`src/rtl/dice_pkg.sv`:
```
// Shared types and constants for the two-player dice game controller.
// Build option: DICE_DEBOUNCE_EN enables the key debounce counter in key_debounce.
package dice_pkg;

    localparam int DICE_W = 4;

    typedef enum logic [2:0] {
        ST_IDLE  = 3'd0,
        ST_ROLL  = 3'd1,
        ST_WAIT1 = 3'd2,
        ST_WAIT2 = 3'd3,
        ST_DONE  = 3'd4
    } state_t;

    localparam logic [1:0] WIN_NONE = 2'b00;
    localparam logic [1:0] WIN_A    = 2'b01;
    localparam logic [1:0] WIN_B    = 2'b10;

endpackage

```
`src/rtl/key_debounce.sv`:
```
// Roll key conditioning: 2-FF synchroniser, optional debounce counter, falling-edge pulse.
// Build option: DICE_DEBOUNCE_EN inserts the DEB_CYCLES stability counter.
module key_debounce #(
    parameter int DEB_CYCLES = 1_000_000
) (
    input  logic i_clk,
    input  logic i_rst_n,
    input  logic i_key_n,
    output logic o_press
);

    logic r_sync1;
    logic r_sync2;
    logic r_prev;
    logic r_press;
    logic w_level;

    always_ff @(posedge i_clk or negedge i_rst_n) begin
        if (!i_rst_n) begin
            r_sync1 <= 1'b0;
            r_sync2 <= 1'b0;
        end else begin
            r_sync1 <= i_key_n;
            r_sync2 <= r_sync1;
        end
    end

`ifdef DICE_DEBOUNCE_EN
    localparam int CNT_W = $clog2(DEB_CYCLES + 1);

    logic [CNT_W-1:0] r_cnt;
    logic             r_deb;

    // The debounced level only follows after DEB_CYCLES consecutive differing samples.
    always_ff @(posedge i_clk or negedge i_rst_n) begin
        if (!i_rst_n) begin
            r_cnt <= '0;
            r_deb <= 1'b0;
        end else if (r_sync2 == r_deb) begin
            r_cnt <= '0;
        end else if (r_cnt == CNT_W'(DEB_CYCLES - 1)) begin
            r_deb <= r_sync2;
            r_cnt <= '0;
        end else begin
            r_cnt <= r_cnt + CNT_W'(1);
        end
    end

    assign w_level = r_deb;
`else
    assign w_level = r_sync2;
`endif

    always_ff @(posedge i_clk or negedge i_rst_n) begin
        if (!i_rst_n) begin
            r_prev  <= 1'b0;
            r_press <= 1'b0;
        end else begin
            r_prev  <= w_level;
            r_press <= r_prev & ~w_level;
        end
    end

    assign o_press = r_press;

endmodule

```
`src/rtl/dice_game_ctrl.sv`:
```
// Dice game controller: roll strobe, settle wait, dice comparison, scoring and game-over.
// Build option: DICE_DEBOUNCE_EN (passed through to key_debounce).
module dice_game_ctrl
    import dice_pkg::*;
#(
    parameter int TARGET_SCORE = 5,
    parameter int DEB_CYCLES   = 1_000_000
) (
    input  logic              clk,
    input  logic              rst,
    input  logic              key_roll,
    input  logic [DICE_W-1:0] dice_a,
    input  logic [DICE_W-1:0] dice_b,
    output logic              roll,
    output logic              finish,
    output logic [3:0]        score_a,
    output logic [3:0]        score_b,
    output logic [1:0]        winner,
    output logic [7:0]        round_cnt
);

    localparam logic [3:0] TGT = 4'(TARGET_SCORE);

    state_t     r_state;
    state_t     w_next;
    logic       w_press;
    logic       r_roll;
    logic       r_finish;
    logic [3:0] r_score_a;
    logic [3:0] r_score_b;
    logic [1:0] r_winner;
    logic [7:0] r_round_cnt;
    logic [3:0] w_score_a_nxt;
    logic [3:0] w_score_b_nxt;
    logic       w_game_end;

    key_debounce #(
        .DEB_CYCLES (DEB_CYCLES)
    ) u_key (
        .i_clk   (clk),
        .i_rst_n (rst),
        .i_key_n (key_roll),
        .o_press (w_press)
    );

    assign w_score_a_nxt = r_score_a + {3'b000, (dice_a > dice_b)};
    assign w_score_b_nxt = r_score_b + {3'b000, (dice_a < dice_b)};
    assign w_game_end    = (w_score_a_nxt == TGT) || (w_score_b_nxt == TGT);

    always_ff @(posedge clk or negedge rst) begin
        if (!rst) begin
            r_state <= ST_IDLE;
        end else begin
            r_state <= w_next;
        end
    end

    always_comb begin
        w_next = r_state;
        case (r_state)
            ST_IDLE:  if (w_press) w_next = ST_ROLL;
            ST_ROLL:  w_next = ST_WAIT1;
            ST_WAIT1: w_next = ST_WAIT2;
            ST_WAIT2: w_next = w_game_end ? ST_DONE : ST_IDLE;
            ST_DONE:  if (w_press) w_next = ST_IDLE;
            default:  w_next = ST_IDLE;
        endcase
    end

    // Dice are sampled on the edge leaving WAIT2, two cycles after the generators moved.
    always_ff @(posedge clk or negedge rst) begin
        if (!rst) begin
            r_roll      <= 1'b0;
            r_finish    <= 1'b0;
            r_score_a   <= '0;
            r_score_b   <= '0;
            r_winner    <= WIN_NONE;
            r_round_cnt <= '0;
        end else begin
            r_roll <= (w_next == ST_ROLL);
            if (r_state == ST_WAIT2) begin
                r_score_a <= w_score_a_nxt;
                r_score_b <= w_score_b_nxt;
                if (r_round_cnt != 8'hFF) begin
                    r_round_cnt <= r_round_cnt + 8'd1;
                end
                if (w_score_a_nxt == TGT) begin
                    r_finish <= 1'b1;
                    r_winner <= WIN_A;
                end else if (w_score_b_nxt == TGT) begin
                    r_finish <= 1'b1;
                    r_winner <= WIN_B;
                end
            end else if ((r_state == ST_DONE) && w_press) begin
                r_finish    <= 1'b0;
                r_score_a   <= '0;
                r_score_b   <= '0;
                r_winner    <= WIN_NONE;
                r_round_cnt <= '0;
            end
        end
    end

    assign roll      = r_roll;
    assign finish    = r_finish;
    assign score_a   = r_score_a;
    assign score_b   = r_score_b;
    assign winner    = r_winner;
    assign round_cnt = r_round_cnt;

endmodule

```
`config.mk`:
```
export PLATFORM = sky130hd
export DESIGN_NAME = dice_game_ctrl
export DESIGN_NICKNAME = d
export VERILOG_FILES = /design/src/rtl/dice_pkg.sv /design/src/rtl/key_debounce.sv /design/src/rtl/dice_game_ctrl.sv
export SDC_FILE = /design/constraint.sdc
export NUM_CORES = 1
export LEC_CHECK = 0
export CAP_MARGIN = 20
export CORE_MARGIN = 4
export CORE_UTILIZATION = 46
export CTS_BUF_LIST = sky130_fd_sc_hd__clkbuf_4 sky130_fd_sc_hd__clkbuf_8
export DETAILED_ROUTE_END_ITERATION = 12
export MAX_ROUTING_LAYER = met4
export PLACE_DENSITY = 0.74
export SYNTH_ARGS = -nofsm -noshare
export SYNTH_HDL_FRONTEND = slang
export SYNTH_SLANG_ARGS = --single-unit
```
`constraint.sdc`:
```
create_clock -name clk -period 3.1 [get_ports clk]
set_input_delay 0.62 -clock clk [delete_from_list [all_inputs] [get_ports clk]]
set_output_delay 0.62 -clock clk [all_outputs]
set_load 0.005 [all_outputs]
```
==> flow_summary.ini <==
[power]
swShare_pct = 37.8
cellInternalPower_w = 0.000822
pwr-share-clk_pct = 12.2
vdd_ir_drop_max_uv = 411
seqPwrFrac_pct = 42.7
leakage_nw = 0.768
combPwrFrac_pct = 45.2
switchingPower_w = 0.000498
power.density_nw_per_um2 = 732

[worst_setup_path]
reg2reg_depth = 6
worstPathRequired_ns = 3.34
end_kind = register
critPathMaxFanout = 4
critical_path_class = primary input to register
worstPathArrival_ns = 3.24
start_kind = primary input

[timing]
setup_viol = 0
hold_violations = 0
fmax_mhz = 334
worst_pin_slew_ns = 0.631
period_minus_slack_ns = 2.99
relSlewSlack_pct = 57.8
report.final.slew_viol_count = 0
fin_skew_ns = 0.0106
post-route-period-util_pct = 96.6
setup_tns_ns = 0
grt_setup_unrepaired = true

[placement]
io_buffers = 30
post_dp_cell_area_um2 = 1770
routabilityCongestion = 0.821
dp.final_hpwl_um = 2220

[floorplan]
die_h_um = 63.8
die_w_um = 63.8
ios = 31
coreArea_um2 = 2850
num_rows = 19
dieArea_um2 = 4070
start_util_pct = 50.1

[synth]
ys_top_cells_by_area = dfrtp_1 (47%), ha_1 (7.9%), o21ai_0 (6.6%), nand2_1 (3.4%), nand2b_1 (2.2%)
synth_area_um2 = 1430
synth_fp_nets = 165
synth.avg_cell_area_um2 = 9.86
yosys_warnings = 0
synth_top_area_cell = dfrtp_1
synth_top_area_share_pct = 47.2
ys_types = 37
synth-seq-area-share_pct = 47.2
ys_seq_elements = 27
netlist_instances = 145

[drt]
drt_wl_total_um = 3050
antenna_left = 0
drt-initial-drc-count = 51
vias = 1212
viasPerCell = 5.80
drc = 0
routedWlPerCell_um = 14.6
drt_pass1_iterations = 4

[layout]
final_common_cell = clkdlybuf4s50_1
layout-drive-gt1-share_pct = 7.87
diodes = 0
area_growth_pct = 26.2
fill_cells = 250
final_cell_mix = clkdlybuf4s50_1 (30), dfrtp_1 (27), o21ai_0 (18), nand2_1 (13)
finalNetCount = 199
design_area_um2 = 1800

[flow_run]
cap_viol_max_count = 0

[global_route]
grt_max_degree = 28
grt_pass1_wl_um = 5260
track_usage_pct = 16.4
antenna_found_initial = 0
overflow = 0
grt_pass1_vias = 1256

[clocking]
clockBufferDepth = 2
htree_levels = 1
tritoncts = built
cts_resized = 0
cts_setup_buffers = 0
clock-sinks = 27
root_buffer = clkbuf_4
cts_buffers = 3
clock_latency_ns = 0.33
clkTransAtPathRegs_ns = 0.13
hold_buffers = 0

[min_path]
hold_depth = 0
min_path_type = register to register

[run_status]
status = finished clean
[final cells by class]
class                   instances  area (um2)  area share, %
clock buffers                   4        30.0           1.66
flip-flops and latches         27         676           37.4
inverters                       7        26.3           1.46
multi-input cells             106         703           39.0
repair buffers                 34         330           18.3
well taps                      31        38.8           2.15
[sequential cells by signal, indices dropped and copies added (netlist names)]
name           flops
roll               1
u_key.r_sync1      1
r_state            3
score_a            4
u_key.o_press      1
finish             1
round_cnt          8
winner             2
u_key.r_sync2      1
score_b            4
u_key.r_prev       1
[power groups by stage]
| stage | clock (W) | sequential, W | combinational (W) |
|---|---|---|---|
| 2_1_floorplan | 0 | 0.000536 | 0.000355 |
| 3_3_place_gp | 0 | 0.000559 | 0.000568 |
| 3_5_place_dp | 0 | 0.000567 | 0.000593 |
| 4_1_cts | 0.000166 | 0.000560 | 0.000596 |
| 5_1_grt | 0.000180 | 0.000582 | 0.000672 |
| 6_report | 0.000161 | 0.000563 | 0.000596 |
[path summary, 6_finish.rpt]
check / from / to / slack [ns]
worst max-delay path: dice_b[1] / r_state[2] / 0.11
worst min-delay path: u_key.r_sync1 / u_key.r_sync2 / 0.37
worst max register to register: score_b[0] / winner[0] / 1.21
worst min register to register: u_key.r_sync1 / u_key.r_sync2 / 0.37
max in group asynchronous: rst / r_state[2] / 2.21
min in group asynchronous: rst / score_a[2] / 0.63
[cell families after synthesis]
family                   after synthesis  share of synthesized area, %
AND/OR/NAND/NOR                       52                          19.8
AO/OA/AOI/OAI                         43                          19.8
flip-flops                            27                          47.2
buffers and inverters                 12                          4.11
adder cells (fa/ha/maj)                9                          7.87
XOR/XNOR                               2                          1.23
[layer usage]
layer | routed length (um) | share of wire [%] | track usage [%] | vias up
li1 | - | - | - | 589
met1 | 1460 | 48 | 19.6 | 591
met2 | 1440 | 47 | 27.6 | 27
met3 | 96 | 3.2 | 2.80 | 5
met4 | 46 | 1.5 | 6.47 | 0
met5 | 0 | 0 | - | -
[worst max-delay path, stage by stage]
cell	delay (ns)
clkdlybuf4s50_1	0.45
inv_1	0.04
ha_1	0.28
nor2b_1	0.13
o21a_1	0.16
o21a_1	0.17
o21a_1	0.17
ha_1	0.19
buf_4	0.15
and3b_1	0.16
o32a_1	0.40
a2bb2oi_1	0.17
o22ai_1	0.16
[synth_stat cells]
cell type  instances
and3b_1            2
nor3_1             2
and2_1             1
a31oi_1            2
nand3_1            5
nor2_2             1
xnor2_1            2
o2111ai_2          1
o211ai_1           4
a21oi_1            3
nor2b_1            3
and3_1             1
buf_4              3
dfrtp_1           27
nor2_1             8
o32a_1             1
a2bb2oi_1          1
nor4b_1            1
nand2_1           13
o21a_1             3
inv_1              7
and4bb_1           1
o22ai_1            2
nand2b_1           5
nand4_1            4
ha_1               9
buf_2              2
a21boi_0           2
or3_1              2
o21ai_0           19
o31ai_1            2
o32ai_2            1
nand3b_1           1
and2_0             1
a311o_1            1
and3b_2            1
o21ai_1            1
[stage by stage]
step	worst slack (ns)	instances	hold slack (ns)	power (W)	util [%]
final	0.107	209	0.371	0.00132	63.2
after global routing	-0.00566	209	0.395	0.00143	63.2
after CTS	0.0711	209	0.378	0.00132	63.0
after detailed placement	-0.293	205	0.343	0.00116	61.9
after global placement	-0.212	205	0.336	0.00113	61.9
after floorplan	0.272	145	0.324	0.000891	-
No activity file was read; power rests on OpenSTA's default activity.
